[src/rtl/seg7_decode_monitor.sv]
// Receive-side 7-segment monitor: debounces the segment bus, decodes stable
// patterns to BCD and checks the modulo-10 up-count sequence.
module seg7_decode_monitor #(
  parameter int unsigned STABLE_CYCLES = 2,
  parameter int unsigned ERR_CNT_W     = 8
) (
  input  logic                 clk,
  input  logic                 rst,
  input  logic [7:0]           seg_in,
  input  logic                 en,
  input  logic                 clr_err,
  output logic [3:0]           digit,
  output logic                 digit_valid,
  output logic                 blank,
  output logic                 illegal,
  output logic                 seq_err,
  output logic                 locked,
  output logic [ERR_CNT_W-1:0] err_count
);

  typedef enum logic {IDLE, LOCKED} state_t;

  localparam logic [3:0] LP_STABLE = 4'(STABLE_CYCLES);

  state_t     r_state;
  logic [7:0] r_prev;
  logic [7:0] r_acc;
  logic [3:0] r_cnt;
  logic [3:0] r_exp;

  logic [3:0] w_cnt_next;
  logic       w_accept;
  logic       w_legal;
  logic [3:0] w_dec;
  logic       w_blank_pat;
  logic       w_illegal;
  logic       w_seq_bad;
  logic       w_inc;
  logic [3:0] w_exp_next;

  // Run length of identical enabled samples, capped at the window size.
  always_comb begin
    w_cnt_next = 4'd1;
    if (r_cnt != '0 && seg_in == r_prev)
      w_cnt_next = (r_cnt >= LP_STABLE) ? r_cnt : r_cnt + 4'd1;
    w_accept = en && (w_cnt_next >= LP_STABLE) && (seg_in != r_acc);
  end

  always_comb begin
    w_legal = 1'b1;
    w_dec   = 4'd0;
    case (seg_in)
      8'hFC: w_dec = 4'd0;
      8'h60: w_dec = 4'd1;
      8'hDA: w_dec = 4'd2;
      8'hF2: w_dec = 4'd3;
      8'h66: w_dec = 4'd4;
      8'hB6: w_dec = 4'd5;
      8'hBE: w_dec = 4'd6;
      8'hE0: w_dec = 4'd7;
      8'hFE: w_dec = 4'd8;
      8'hE6: w_dec = 4'd9;
      default: w_legal = 1'b0;
    endcase
    w_blank_pat = (seg_in == '0);
    w_illegal   = !w_legal && !w_blank_pat;
    w_seq_bad   = (r_state == LOCKED) && w_legal && (w_dec != r_exp);
    w_inc       = w_accept && (w_illegal || w_seq_bad);
    w_exp_next  = (w_dec == 4'd9) ? 4'd0 : w_dec + 4'd1;
  end

  assign locked = (r_state == LOCKED);

  always_ff @(posedge clk or negedge rst) begin
    if (!rst) begin
      r_state     <= IDLE;
      r_prev      <= '0;
      r_acc       <= '0;
      r_cnt       <= '0;
      r_exp       <= '0;
      digit       <= '0;
      digit_valid <= 1'b0;
      blank       <= 1'b1;
      illegal     <= 1'b0;
      seq_err     <= 1'b0;
      err_count   <= '0;
    end else begin
      digit_valid <= 1'b0;
      illegal     <= 1'b0;
      seq_err     <= 1'b0;
      if (!en) begin
        r_cnt   <= '0;
        r_state <= IDLE;
      end else begin
        r_cnt  <= w_cnt_next;
        r_prev <= seg_in;
        if (w_accept) begin
          r_acc <= seg_in;
          blank <= w_blank_pat;
          if (w_legal) begin
            digit       <= w_dec;
            digit_valid <= 1'b1;
            seq_err     <= w_seq_bad;
            r_exp       <= w_exp_next;
            r_state     <= LOCKED;
          end else begin
            illegal <= w_illegal;
            r_state <= IDLE;
          end
        end
      end
      if (clr_err)
        err_count <= '0;
      else if (w_inc && err_count != '1)
        err_count <= err_count + ERR_CNT_W'(1);
    end
  end

endmodule

[config.mk]
export PLATFORM = sky130hd
export DESIGN_NAME = seg7_decode_monitor
export DESIGN_NICKNAME = d
export VERILOG_FILES = /design/src/rtl/seg7_decode_monitor.sv
export SDC_FILE = /design/constraint.sdc
export NUM_CORES = 1
export LEC_CHECK = 0
export BUFFER_PORTS_ARGS = -buffer_cell sky130_fd_sc_hd__buf_4
export CELL_PAD_IN_SITES_DETAIL_PLACEMENT = 1
export CELL_PAD_IN_SITES_GLOBAL_PLACEMENT = 1
export CORE_MARGIN = 2
export CORE_UTILIZATION = 48
export CTS_BUF_LIST = sky130_fd_sc_hd__clkbuf_16
export DETAILED_ROUTE_END_ITERATION = 8
export GPL_TIMING_DRIVEN = 0
export PLACE_DENSITY_LB_ADDON = 0.1
export SLEW_MARGIN = 15
export SYNTH_ARGS = -nofsm -noshare
export SYNTH_HDL_FRONTEND = slang
export SYNTH_SLANG_ARGS = --single-unit
[constraint.sdc]
create_clock -name clk -period 6 [get_ports clk]
set_input_delay 0.3 -clock clk [delete_from_list [all_inputs] [get_ports clk]]
set_output_delay 0.3 -clock clk [all_outputs]
set_load 0.1 [all_outputs]
==> reports/qor.txt, run 1 <==
Non-Filler Instances: 325
relative slew slack: 48.1%
flops & latches, synth: 41
outcome: completed
layout cells sized above 1: 21.4%
minimum clock period: 2970 ps
Max clock buf depth: 2
sequential-to-total area share from yosys stat: 44.3%
initial antenna violation count: 0
# nets final: 286
post-CTS setup buffers: 0
maximum vdd drop: 0.128 mV
CTS resizes: 0
Synthesis Warnings: 0
clock network power share: 46.1%
number of buffers created by CTS: 5
CP Capture Type: register
Post-synth top cells: dfrtp_1 (40), nand2_1 (40), nor2_1 (18)
Syn Inst Count: 238
Critical Path Start Type: register
most area-consuming cells after synthesis: dfrtp_1 (43%), nand2_1 (6.5%), xor2_1 (4.5%)
vias in the first global route: 1,943
post-DP HPWL: 3970 um
final slew viol count: 0
DRC Markers: 0
Post-synth ARST share: 100%
largest net degree at the start of global routing: 42
FP Rows: 25
hold_buf cts: 0
die height: 73.5 um
Placer Congestion: 0.805
DP Worst Slack: 3040 ps
Final setup violation count: 0
register area: 1030 um2
total power: 651 uW
fmax: 0.336 GHz
Clock Skew: 5.20 ps
Slew @ Worst Pin: 772 ps
synthesized area: 2320 um2
switching part of the total power: 22.6%
H-tree Lvls: 2
internal power: 504 uW
area grow syn2layout: 18.0%
# IOs: 29
DR vias: 1,875
Seq pwr share: 44.5%
fillcell total: 546
Total GRT Usage: 23.3%
global-route wire length before repair: 9520 um
post-synth top area share: 43.1%
CP max FO: 9
drt initial violations: 75
drt total wl: 5630 um
Root Driver: clkbuf_16
post-synth cell types: 50
core area: 4690 um2
Routed Antenna Nets: 0
WL/cell: 17.3 um
Via density: 5.77
NetSw: 147 uW
PD cells: 238 nW/um2
LEAKAGE: 1.27 nW
CTS tree: built
worst skew pair latency: 280 ps
fin crit share: 49.5%
EDFF count, synth: 0
Post-synth top flop: dfrtp_1
first drt pass iteration count: 4
Crit path arrival time: 3140 ps
CP Class: register to register
Multi-input gate area: 1190 um2
final hold vios: 0
Final WS setup: 3030 ps
post-placement cell count: 317
IO Port Bufs: 25
syn_area_per_cell: 9.75 um2
die footprint: 5410 um2
combinational power share: 9.4%
Initial Util: 49.5%
Clk pin slew, worst setup/hold paths: 60 ps
post-synth top area cell: dfrtp_1
setup TNS: 0 ps
unrepaired setup endpoints after global routing: no
CP required: 6170 ps
Net Count, Synth: 254
worst hold path type: input pin to asynchronous set/reset pin
antenna cells: 0
maxcap violations: 0
Die W: 73.5 um
Clock Sinks: 41
GR Overflow Total: 0
[stage by stage]
stage	area, um2	utilization, %	hold WS [ps]
floorplan	2320	-	4.41
global placement	2580	54.9	319
detailed placement	2580	54.9	324
CTS	2740	58.4	23.9
global route	2740	58.4	43.6
finish	2740	58.4	2.23
[layout make-up]
type / count / share of cell area [%]
multi-input cells: 178 / 43.4
clock inverters: 3 / 1.37
well taps: 54 / 2.47
plain buffers: 13 / 2.83
flip-flops and latches: 41 / 37.5
repair buffers: 25 / 6.85
clock buffers: 5 / 4.57
inverters: 6 / 1.01
[cells by family (layout without fill, tap and decap cells)]
| logic type | Yosys count | count (layout) | share of synthesized area (%) |
|---|---|---|---|
| DFF | 41 | 41 | 44.3 |
| xor gates and xnor gates | 23 | 23 | 8.68 |
| adders and majority gates | 4 | 4 | 2.16 |
| AOI/OAI and AO/OA | 29 | 29 | 10.2 |
| and+or+nand+nor | 109 | 109 | 23.9 |
| buffers and inverters | 19 | 52 | 4.53 |
| muxes | 13 | 13 | 6.25 |
[sequential cells by signal, summed over array words and instances, names as in the netlist]
signal,count
err_count,8
r_acc,8
r_prev,8
digit,4
r_cnt,4
r_exp,4
blank,1
digit_valid,1
illegal,1
locked,1
seq_err,1
[worst max-delay path: stages, from the launching register on]
cell and delay (ps):
dfrtp_1 430, inv_1 90, ha_1 220, a2111oi_4 430, nand4_1 370, nor3_2 480, a31oi_4 120, nor4_1 360
mux2_1 350
[final timing paths]
check,from,slack (ps),endpoint,depth (start not counted)
max,r_cnt[1]$_DFF_PN0_,3030,err_count[6]$_DFFE_PN0P_,8
min,rst,2,r_cnt[0]$_DFF_PN0_,1
max reg2reg,r_cnt[1]$_DFF_PN0_,3030,err_count[6]$_DFFE_PN0P_,8
min reg2reg,blank$_DFFE_PN1P_,470,blank$_DFFE_PN1P_,2
max in group asynchronous,rst,5610,blank$_DFFE_PN1P_,1
min in group clk,en,300,r_prev[1]$_DFFE_PN0P_,2
[layer usage]
metal / GRT usage (%) / part of all wire [%] / vias to the layer above
li1: - / - / 893
met1: 31.1 / 45 / 944
met2: 38.2 / 50 / 30
met3: 3.29 / 3.0 / 8
met4: 9.29 / 1.6 / 0
met5: 0 / 0 / -
[layout by cell type (no fill, tap or decap), drive strengths merged, types with 6 or more instances in the layout]
master  synthesis  layout
xor2           12      12
o21ai           6       6
nor2           18      18
dfrtp          40      40
mux2           12      12
nor4            7       7
xnor2          11      11
inv             5       6
buf             9      34
nor3            9       9
nand2          41      41
clkbuf          4       9
[power by group through the flow]
stage / Clock, mW / Combinational, mW / Sequential [mW]
floorplan: 0 / 0.0395 / 0.294
global placement: 0 / 0.0593 / 0.294
detailed placement: 0 / 0.0606 / 0.295
CTS: 0.304 / 0.0616 / 0.290
global route: 0.313 / 0.0678 / 0.291
finish: 0.300 / 0.0609 / 0.290
(Power assumes the default switching activity.)
==> inputs of run 2 (changes only) <==
--- a/config.mk
+++ b/config.mk
@@ -9,7 +9,7 @@
 export CELL_PAD_IN_SITES_DETAIL_PLACEMENT = 1
 export CELL_PAD_IN_SITES_GLOBAL_PLACEMENT = 1
 export CORE_MARGIN = 2
-export CORE_UTILIZATION = 48
+export CORE_UTILIZATION = 45
 export CTS_BUF_LIST = sky130_fd_sc_hd__clkbuf_16
 export DETAILED_ROUTE_END_ITERATION = 8
 export GPL_TIMING_DRIVEN = 0
==> constraint.sdc (replaced) <==
create_clock -name clk -period 2.9 [get_ports clk]
set_input_delay 0.145 -clock clk [delete_from_list [all_inputs] [get_ports clk]]
set_output_delay 0.145 -clock clk [all_outputs]
set_load 0.1 [all_outputs]
==> run 2 against run 1 <==
Count of clock-buffer cells in the layout did not move; largest power group is now registers; first-iteration DRC count is 12% lower; sequential cell count unchanged.
==> reports/qor.txt, run 2 (same netlist as run 1, synthesis figures left out) <==
outcome: completed
maximum vdd drop: 0.276 mV
grt met3 use: 4.50%
crit path buf inv count: 2
GR peak layer: met2
internal power: 953 uW
WL/cell: 15.5 um
Area after DPL: 2600 um2
NetSw: 284 uW
Initial Util: 46.0%
Via density: 5.39
number of buffers created by CTS: 5
Final setup violation count: 0
antenna cells: 0
core area: 5040 um2
setup TNS: 0 ps
crit-path cells: inv_1, ha_1, a2111oi_4, and4_1, nand2_2, clkinv_4, a31oi_4, nor4_1, mux2_1
IO Port Bufs: 25
minimum clock period: 2760 ps
CP max FO: 9
global-route wire length before repair: 8850 um
first drt pass iteration count: 4
LEAKAGE: 1.28 nW
drt total wl: 5350 um
met1 GRT Util: 27.2%
Root Driver: clkbuf_16
Total GRT Usage: 20.6%
Seq pwr share: 48.4%
Slew @ Worst Pin: 930 ps
most frequent cells in the layout: nand2_1 (40), dfrtp_1 (40), buf_4 (29), nor2_1 (18), xor2_1 (12)
relative slew slack: 37.5%
Clock Skew: 3.22 ps
Max clock buf depth: 2
Crit path max-delay family: simple AND/OR/NAND/NOR gates
largest net degree at the start of global routing: 42
worst hold path type: input pin to register
PD cells: 446 nW/um2
fmax: 0.362 GHz
vias in the first global route: 1,839
initial antenna violation count: 0
Placer Congestion: 0.785
switching part of the total power: 23.0%
GR Overflow Total: 0
maxcap violations: 0
clock network power share: 41.4%
worst skew pair latency: 280 ps
CP Class: register to register
post-DP HPWL: 3870 um
total power: 1.24 mW
Largest regs: err_count: 8 flops, r_acc: 8 flops, r_prev: 8 flops
DP Worst Slack: -8.63 ps
FP Rows: 26
Routed Antenna Nets: 0
Final WS setup: 136 ps
DRC Markers: 0
drt initial violations: 66
worst hold slack: 149 ps
CP required: 3060 ps
Crit path arrival time: 2920 ps
CP Capture Type: register
die footprint: 5750 um2
slowest CP cell: dfrtp_1
die height: 75.8 um
# IOs: 29
Die W: 75.8 um
layout cells sized above 1: 21.9%
final slew viol count: 0
Clk pin slew, worst setup/hold paths: 60 ps
grt met2 use: 34.3%
post-route cell area: 2770 um2
final hold vios: 0
Clock Sinks: 41
H-tree Lvls: 2
fin crit share: 95.3%
CTS tree: built
DR vias: 1,854
Critical Path Start Type: register
reg-to-reg slack, setup: 140 ps
combinational power share: 10.1%
# nets final: 289
Critical Path Max Stage Delay: 430 ps
area grow syn2layout: 19.4%
[run 2: path summary, 6_finish.rpt]
path | startpoint | to | cells past startpoint
max | r_cnt[1]$_DFF_PN0_ | err_count[5]$_DFFE_PN0P_ | 9
min | en | r_prev[1]$_DFFE_PN0P_ | 2
max reg2reg | r_cnt[1]$_DFF_PN0_ | err_count[5]$_DFFE_PN0P_ | 9
min reg2reg | blank$_DFFE_PN1P_ | blank$_DFFE_PN1P_ | 2
max in group asynchronous | rst | blank$_DFFE_PN1P_ | 2
min in group asynchronous | rst | r_cnt[0]$_DFF_PN0_ | 2
[run 2: final cells by class]
| type | instances | area [um2] |
|---|---|---|
| buffer | 13 | 77.6 |
| clock buffer | 5 | 125 |
| clock inverter | 3 | 11.3 |
| fill | 595 | 2270 |
| inverter | 6 | 27.5 |
| multi-input combinational | 178 | 1200 |
| sequential | 41 | 1030 |
| tap | 70 | 87.6 |
| timing repair buffer | 28 | 213 |
[run 2: repair_timing]
| item | CTS | global route |
|---|---|---|
| pin swaps | 0 | 2 |
| buffers inserted | 0 | 2 |
| hold endpoints to repair | 40 | 0 |
| setup endpoints to repair | 2 | 3 |
| gates resized for setup | 1 | 1 |
| hold buffers | 1 | 0 |
[run 2: layer usage]
| layer | routed length (um) | vias to the layer above |
|---|---|---|
| met5 | 0 | - |
| met2 | 2680 | 25 |
| met3 | 177 | 4 |
| met4 | 50 | 0 |
| li1 | - | 898 |
| met1 | 2440 | 927 |
[run 2: power by group through the flow]
stage	sequential [mW]	clock, mW	combinational [mW]
after floorplan	0.608	0	0.0817
after global placement	0.609	0	0.123
after detailed placement	0.609	0	0.125
after CTS	0.599	0.530	0.128
after global routing	0.601	0.551	0.141
final	0.599	0.512	0.126
[run 2: stage by stage]
stage	utilization, %	cells
floorplan	-	238
global route	54.9	344
global placement	51.5	333
detailed placement	51.5	333
CTS	54.5	342
finish	54.9	344
